==> config.mk <==
export PLATFORM = sky130hd
export DESIGN_NAME = jk_counter_register
export DESIGN_NICKNAME = d
export VERILOG_FILES = /design/src/rtl/jk_pkg.sv /design/src/rtl/jk_next_state.sv /design/src/rtl/jk_counter_register.sv
export SDC_FILE = /design/constraint.sdc
export NUM_CORES = 1
export LEC_CHECK = 0
export CAP_MARGIN = 20
export CORE_UTILIZATION = 31
export CTS_CLUSTER_SIZE = 8
export DETAILED_ROUTE_END_ITERATION = 10
export HOLD_SLACK_MARGIN = 0.05
export PLACE_DENSITY = 0.72
export RECOVER_POWER = 50
export SYNTH_ARGS = -nofsm -noshare
export SYNTH_HDL_FRONTEND = slang
export SYNTH_SLANG_ARGS = --single-unit
==> constraint.sdc <==
create_clock -name input_clock1_c_1 -period 1.4 [get_ports input_clock1_c_1]
set_clock_uncertainty 0.05 [all_clocks]
set_input_delay 0.35 -clock input_clock1_c_1 [delete_from_list [all_inputs] [get_ports input_clock1_c_1]]
set_output_delay 0.35 -clock input_clock1_c_1 [all_outputs]
set_load 0.03 [all_outputs]
==> src/rtl/jk_pkg.sv <==
// Shared definitions for the JK counter/register family.
//   - Mode encodings for jk_counter_register.
//   - jk_next: next-state of one JK flip-flop for a given (q, j, k).
package jk_pkg;

    localparam logic [1:0] MODE_JK   = 2'd0;
    localparam logic [1:0] MODE_UP   = 2'd1;
    localparam logic [1:0] MODE_DOWN = 2'd2;
    localparam logic [1:0] MODE_LOAD = 2'd3;

    // JK truth table: 00 hold, 01 clear, 10 set, 11 toggle.
    function automatic logic jk_next(input logic q, input logic j, input logic k);
        logic r;
        case ({j, k})
            2'b00:   r = q;
            2'b01:   r = 1'b0;
            2'b10:   r = 1'b1;
            2'b11:   r = ~q;
            default: r = q;
        endcase
        return r;
    endfunction

endpackage

==> src/rtl/jk_next_state.sv <==
// Combinational next-state cell for one JK flip-flop bit.
// Ports:
//   q       current bit state
//   j, k    JK inputs for this bit
//   q_next  value the bit takes on the next enabled edge in JK mode
module jk_next_state
    import jk_pkg::*;
(
    input  logic q,
    input  logic j,
    input  logic k,
    output logic q_next
);

    // Per-bit JK next state.
    always_comb begin
        q_next = jk_next(q, j, k);
    end

endmodule

==> src/rtl/jk_counter_register.sv <==
// WIDTH-bit bank of JK flip-flops with modulo up/down counting and a
// clamped parallel load, all sharing one clock.
// Ports:
//   input_clock1_c_1  rising-edge clock
//   input_reset_2     asynchronous active-high reset (q <= RESET_VALUE)
//   en                clock enable, 0 holds q
//   mode              0 JK, 1 count up, 2 count down, 3 load
//   j, k              per-bit JK inputs (mode 0)
//   load_data         parallel load value (mode 3), clamped to MODULUS-1
//   q, q_n            state and its bitwise complement
//   terminal          combinational terminal-count flag for the current mode
//   wrap_pulse        one-cycle pulse after an up 9->0 / down 0->9 style wrap
module jk_counter_register
    import jk_pkg::*;
#(
    parameter int unsigned      WIDTH       = 4,
    parameter longint unsigned  MODULUS     = (64'd1 << WIDTH),
    parameter longint unsigned  RESET_VALUE = 64'd0
) (
    input  logic             input_clock1_c_1,
    input  logic             input_reset_2,
    input  logic             en,
    input  logic [1:0]       mode,
    input  logic [WIDTH-1:0] j,
    input  logic [WIDTH-1:0] k,
    input  logic [WIDTH-1:0] load_data,
    output logic [WIDTH-1:0] q,
    output logic [WIDTH-1:0] q_n,
    output logic             terminal,
    output logic             wrap_pulse
);

    // Bad parameter sets are rejected at elaboration.
    if (WIDTH < 1 || WIDTH > 32) begin : g_bad_width
        $fatal(1, "jk_counter_register: WIDTH must be 1..32");
    end
    if (MODULUS < 64'd2 || MODULUS > (64'd1 << WIDTH)) begin : g_bad_modulus
        $fatal(1, "jk_counter_register: MODULUS must be 2..2**WIDTH");
    end
    if (RESET_VALUE >= MODULUS) begin : g_bad_reset
        $fatal(1, "jk_counter_register: RESET_VALUE must be < MODULUS");
    end

    // Counter arithmetic is one bit wider so MODULUS == 2**WIDTH is representable.
    localparam logic [WIDTH:0]   MOD_W   = MODULUS[WIDTH:0];
    localparam logic [WIDTH:0]   MAX_W   = MOD_W - {{WIDTH{1'b0}}, 1'b1};
    localparam logic [WIDTH-1:0] MAX_Q   = MAX_W[WIDTH-1:0];
    localparam logic [WIDTH-1:0] RESET_Q = RESET_VALUE[WIDTH-1:0];

    logic [WIDTH-1:0] q_r;
    logic             wrap_r;
    logic [WIDTH-1:0] jk_q_s;
    logic [WIDTH:0]   q_ext_s;
    logic [WIDTH:0]   inc_s;
    logic [WIDTH:0]   dec_s;
    logic [WIDTH:0]   ld_ext_s;
    logic [WIDTH-1:0] next_q_s;
    logic             next_wrap_s;

    for (genvar gi = 0; gi < WIDTH; gi++) begin : g_jk_bit
        jk_next_state u_jk_next_state (
            .q      (q_r[gi]),
            .j      (j[gi]),
            .k      (k[gi]),
            .q_next (jk_q_s[gi])
        );
    end

    assign q_ext_s  = {1'b0, q_r};
    assign ld_ext_s = {1'b0, load_data};
    assign inc_s    = q_ext_s + {{WIDTH{1'b0}}, 1'b1};
    assign dec_s    = q_ext_s - {{WIDTH{1'b0}}, 1'b1};

    // Next-state selection for all four modes; en=0 holds q and clears the pulse.
    always_comb begin
        next_q_s    = q_r;
        next_wrap_s = 1'b0;
        if (en) begin
            case (mode)
                MODE_JK: begin
                    next_q_s = jk_q_s;
                end
                MODE_UP: begin
                    // >= rather than == so out-of-range JK results also wrap to 0.
                    if (q_ext_s >= MAX_W) begin
                        next_q_s    = {WIDTH{1'b0}};
                        next_wrap_s = 1'b1;
                    end else begin
                        next_q_s = inc_s[WIDTH-1:0];
                    end
                end
                MODE_DOWN: begin
                    if (q_r == {WIDTH{1'b0}}) begin
                        next_q_s    = MAX_Q;
                        next_wrap_s = 1'b1;
                    end else if (q_ext_s >= MOD_W) begin
                        // Out-of-range value is pulled back into range without a wrap.
                        next_q_s = MAX_Q;
                    end else begin
                        next_q_s = dec_s[WIDTH-1:0];
                    end
                end
                MODE_LOAD: begin
                    if (ld_ext_s < MOD_W) begin
                        next_q_s = load_data;
                    end else begin
                        next_q_s = MAX_Q;
                    end
                end
                default: begin
                    next_q_s = q_r;
                end
            endcase
        end else begin
            next_q_s = q_r;
        end
    end

    // State and wrap pulse registers with asynchronous reset.
    always_ff @(posedge input_clock1_c_1 or posedge input_reset_2) begin
        if (input_reset_2) begin
            q_r    <= RESET_Q;
            wrap_r <= 1'b0;
        end else begin
            q_r    <= next_q_s;
            wrap_r <= next_wrap_s;
        end
    end

    // Terminal count looks at the current mode, not the enable.
    always_comb begin
        terminal = ((mode == MODE_UP)   && (q_ext_s == MAX_W)) ||
                   ((mode == MODE_DOWN) && (q_r == {WIDTH{1'b0}}));
    end

    assign q          = q_r;
    assign q_n        = ~q_r;
    assign wrap_pulse = wrap_r;

endmodule

# Yosys cells after proc, flatten, opt, wreduce, memory -nomap -nowiden
# Index checks and enable logic that the tools add are counted.
dict set report word_totals {
  reg_bits 5
  latch_bits 0
  ramBits 0
  rom_bits 0
  input_bits 17
  output_inout_bits 10
  elab_cells 61
  memories 0
}
dict set report op_classes {
  add_sub_neg 2
  multipliers 0
  div_mod_pow 0
  n_lt_le_gt_ge 3
  eq_ne 20
  shifts 0
  n_mux 13
  n_bitwise 5
  n_reduce_logical 13
}
# operator n
set ops {}
lappend ops {{== test 2 bit, second input constant} 10}
lappend ops {{two-way mux 4 bit} 4}
lappend ops {{case mux 4 bit (4 select lines)} 1}
lappend ops {{case mux 1 bit (3 select lines)} 4}
lappend ops {{== test 2 x 1 -> 1 bit, second input constant} 5}
lappend ops {{logical NOT 2 bit} 5}
lappend ops {{inequality test 2 bit, second input constant} 4}
lappend ops {{AND reduction 2 bit} 4}
lappend ops {{greater-or-equal comparator 4 x 5 -> 1 bit, second input constant} 1}
lappend ops {{less-than comparator 4 x 5 -> 1 bit, second input constant} 1}
lappend ops {{adder 4 x 1 -> 4 bit, second input constant} 1}
lappend ops {{== test 4 bit, second input constant} 1}
lappend ops {{greater-or-equal comparator 4 bit, second input constant} 1}
lappend ops {{logical NOT 4 bit} 1}
lappend ops {{inverter 1 bit} 4}
lappend ops {{inverter 4 bit} 1}
lappend ops {{subtractor 4 x 1 -> 4 bit, second input constant} 1}
lappend ops {{two-way mux 1 bit} 3}
lappend ops {{logical AND 1 bit} 2}
lappend ops {{case mux 1 bit (2 select lines)} 1}
lappend ops {{logical OR 1 bit} 1}

# Depth between registers and ports, before layout
dict set report depth {
  depth_word 4
  depth_mapped 6
  ltp_nobuf 6
}

# Modules after synthesis
# Synthesis repeated with hierarchy kept, for this count alone.
dict set report unflattened {
  cells_unflattened 67
  hier_area_um2 513.0
}
# module instances cells_per_inst area_each_um2 seq_area_each_um2
set modules_own_cells {}
lappend modules_own_cells {jk_counter_register 1 59 457.9 125.1}
lappend modules_own_cells {jk_next_state 4 2 13.8 0.0}

# Worst setup path before layout
# Ideal clock, no wire load.
dict set report synth_timing {
  path_type {input to output}
  from {input q[0]}
  to {output terminal}
  arrival_time_ns 1.569
  required_time_ns 1.000
  setup_slack_ns -0.569
  path_stages 5
  path_buffers 0
  path_cell_list {dfrtp_1 -> inv_1 -> ha_1 -> nand2_2 -> o31ai_2}
}
dict set report synth_between {
  elab_chain_cells 3
  elab_cells_between_ends 5
  classes_between {eq/ne (1); reduce/logical (4)}
}
# element line_no
set synth_rtl {}
lappend synth_rtl {{from (decl)} jk_counter_register.sv:27} ;# output logic [WIDTH-1:0] q,
lappend synth_rtl {{== test 4 bit / logical NOT 4 bit (equally long branches)} {jk_counter_register.sv:132, jk_counter_register.sv:133}}
lappend synth_rtl {{logical AND 1 bit, on equally long branches} {jk_counter_register.sv:132, jk_counter_register.sv:133}}
lappend synth_rtl {{logical OR 1 bit *} jk_counter_register.sv:132} ;# terminal = ((mode == MODE_UP) && (q_ext_s == MAX_W)) ||
lappend synth_rtl {{to (decl)} jk_counter_register.sv:29} ;# output logic terminal,
# Mark *: on every way between the ends. The rest lies on a longest branch, timed or not.

# Final worst setup path
dict set report layout_timing {
  from {input q[1]}
  to {output terminal}
}
# The elaborated chain is that of the path after synthesis.

==> impl_metrics.toml <==
[routing]
wirelength_um = 1649
route.detailed.drc = 0
drtIter0Drc = 21
firstDrtPassIters = 4
detail-route-antenna-nets = 0
wl_per_cell_um = 11.70
vias = 682
viasPerCell = 4.837

[sta]
hold_violations = 0
slew_headroom_pct = 80.46
grt_setup_unrepaired = "yes"
setup_viol = 7
worst_slew_pin_slew_ns = 0.2943
fin_ws_ns = -0.3012
fin_crit_ns = 1.701
tns_ns = -0.6863
fmax_mhz = 587.8
period_share_pct = 121.5
slew_viol_final = 0
whs_ns = 0.3906

[clocking]
clk_path_buf_depth = 2
cts_buffers = 3
htreeDepth = 1
clock-root-buffer = "clkbuf_4"
clkLatencyLatePin_ns = 0.24
path_clk_slew_ns = 0.04
clkSinkCount = 5
cts_tree = "built"
holdBufCountCts = 0

[critical_path]
path_max_fanout = 3
end_kind = "output pin"
critPathSlowestCell = "dfrtp_2"
required_ns = 1.00
cp_num_buf_inv = 2
max_stage_delay_ns = 0.43
crit_chain = "inv_4 -> ha_4 -> nand2_4 -> o31ai_4 -> buf_6"
cpLargestDelayFamily = "flip-flops"
arrival_ns = 1.30
r2r_slack_ns = -0.14
start_kind = "register"
critPathKind = "register to output pin"

[place]
dp_hpwl_um = 1274
dpl_cell_area_um2 = 938.4
gp_congestion = 0.7941
port_buffers = 26
placed_cells = 129
place_ws_ns = -0.6188

[synth]
syn_area_per_cell_um2 = 8.354
netlist_top_cells_area = "dfrtp_1, ha_1, a31oi_1, buf_4, inv_1"
yosysSeqAreaShare_pct = 22.03
synth_edf_count = 0
synth.most_common_cell = "a31oi_1"
synth_top_area_share_pct = 22.03
synthArstFlopShare_pct = 100.0
synth_top_cell_by_area = "dfrtp_1"
netlist_area_um2 = 568.0
yosysUniqueCellTypes = 25
synthCells = 68
syn-num-nets = 91
ys.flop_type = "dfrtp_1"
synth_common_cells = "a31oi_1, inv_1, ha_1"
ys_warn_count = 0
synth-seq-cells = 5

[global_routing]
track_usage_pct = 17.60
grt_max_degree = 10
grt_pass1_vias = 578
gr-total-overflow = 0
antenna_found_initial = 0
grt_pass1_wl_um = 2532

[cells_and_area]
layout.nets = 140
finalInstanceArea_mm2 = 0.001087
diodes = 0
stdcell_count = 141
drive_gt1_share_pct = 48.28
post-route-util_pct = 62.97
syn2layout_area_growth_pct = 91.41
nFillCells = 157

[die]
die_w_um = 44.81
start_util_pct = 32.90
rows = 15
die_h_um = 44.81
dieArea_mm2 = 0.002007
pin_count = 27
core_area_mm2 = 0.001727

[run_status]
violations = "setup timing"
outcome = "complete, but fails checks"

[power_and_ir_drop]
ir_drop_mv = 0.5693
p_per_area_mw_per_mm2 = 1336
leakage_nw = 0.5063
power_mw = 1.453

[run]
cap_violations = 0

[hold_path]
min_path_type = "primary input to async pin"
-- sequential cells by signal (all words and copies together) (netlist names) --
register / count
q: 4
wrap_pulse: 1
-- where the power goes --
group          internal (mW)  switching [mW]  total, mW
combinational          0.531           0.503       1.03
sequential             0.187          0.0657      0.253
clock                  0.108          0.0579      0.166
total                  0.826           0.627       1.45
-- final cells by class --
| class | instances | area, um^2 | share of cell area [%] |
|---|---|---|---|
| Clock buffer | 4 | 26.28 | 2.417 |
| Multi-Input combinational cell | 48 | 402.9 | 37.05 |
| Tap cell | 25 | 31.28 | 2.877 |
| Inverter | 8 | 40.04 | 3.682 |
| Timing Repair Buffer | 51 | 457.9 | 42.12 |
| Sequential cell | 5 | 128.9 | 11.85 |
-- worst register-to-register path, cell delays in order, from the launching register on --
cell	delay, ns
dfrtp_2	0.43
inv_4	0.08
ha_4	0.15
nand2_4	0.06
buf_4	0.13
buf_6	0.11
o31ai_4	0.19
o21ai_1	0.09
a31oi_1	0.18
-- path summary, 6_finish.rpt --
| path | startpoint | endpoint | cells past startpoint |
|---|---|---|---|
| max in group asynchronous | input_reset_2 | q[2]$_DFFE_PP0P_ | 2 |
| hold reg to reg | q[2]$_DFFE_PP0P_ | wrap_pulse$_DFF_PP0_ | 2 |
| hold / removal | input_reset_2 | q[3]$_DFFE_PP0P_ | 2 |
| min in group input_clock1_c_1 | mode[1] | wrap_pulse$_DFF_PP0_ | 4 |
| setup reg to reg | q[1]$_DFFE_PP0P_ | q[0]$_DFFE_PP0P_ | 8 |
| setup / recovery | q[1]$_DFFE_PP0P_ | terminal | 5 |
-- cells in the final DEF, fill, tap and decap left out, types with 2 or more instances in the layout --
master / n
o21ai_1: 3
dfrtp_2: 3
buf_6: 10
ha_2: 2
inv_2: 3
ha_4: 2
o31ai_4: 2
nand3_1: 3
nand4_1: 3
inv_4: 2
a21oi_1: 2
nand2b_1: 3
dfrtp_1: 2
clkdlybuf4s50_1: 13
buf_4: 24
a31oi_1: 10
nand2_1: 5
clkbuf_4: 3
ha_1: 2
xor2_1: 2
inv_1: 2
-- routing by layer --
metal,up-vias,wire length [um],GRT usage [%],share of wire (%)
met2,26,844,28.82,51
met3,2,74,1.600,4.5
li1,336,-,-,-
met1,318,711,22.98,43
met4,0,19,9.091,1.2
met5,-,0,0,0
-- timing repair --
action,in CTS,in global routing
buffers inserted,2,6
endpoints found under the setup margin,13,10
pin swaps,7,3
resized for setup,19,10
-- kinds of logic (layout without fill, tap and decap cells) --
kind of cell,count (synthesis),in the layout,synth area share (%)
fa+ha+maj,6,6,13.22
xor+xnor,2,2,3.084
simple gates,17,17,17.18
mux,1,1,1.762
compound gates,22,22,26.43
flops,5,5,22.03
buf+inv,15,63,16.30
No activity file was read; power rests on OpenSTA's default activity.
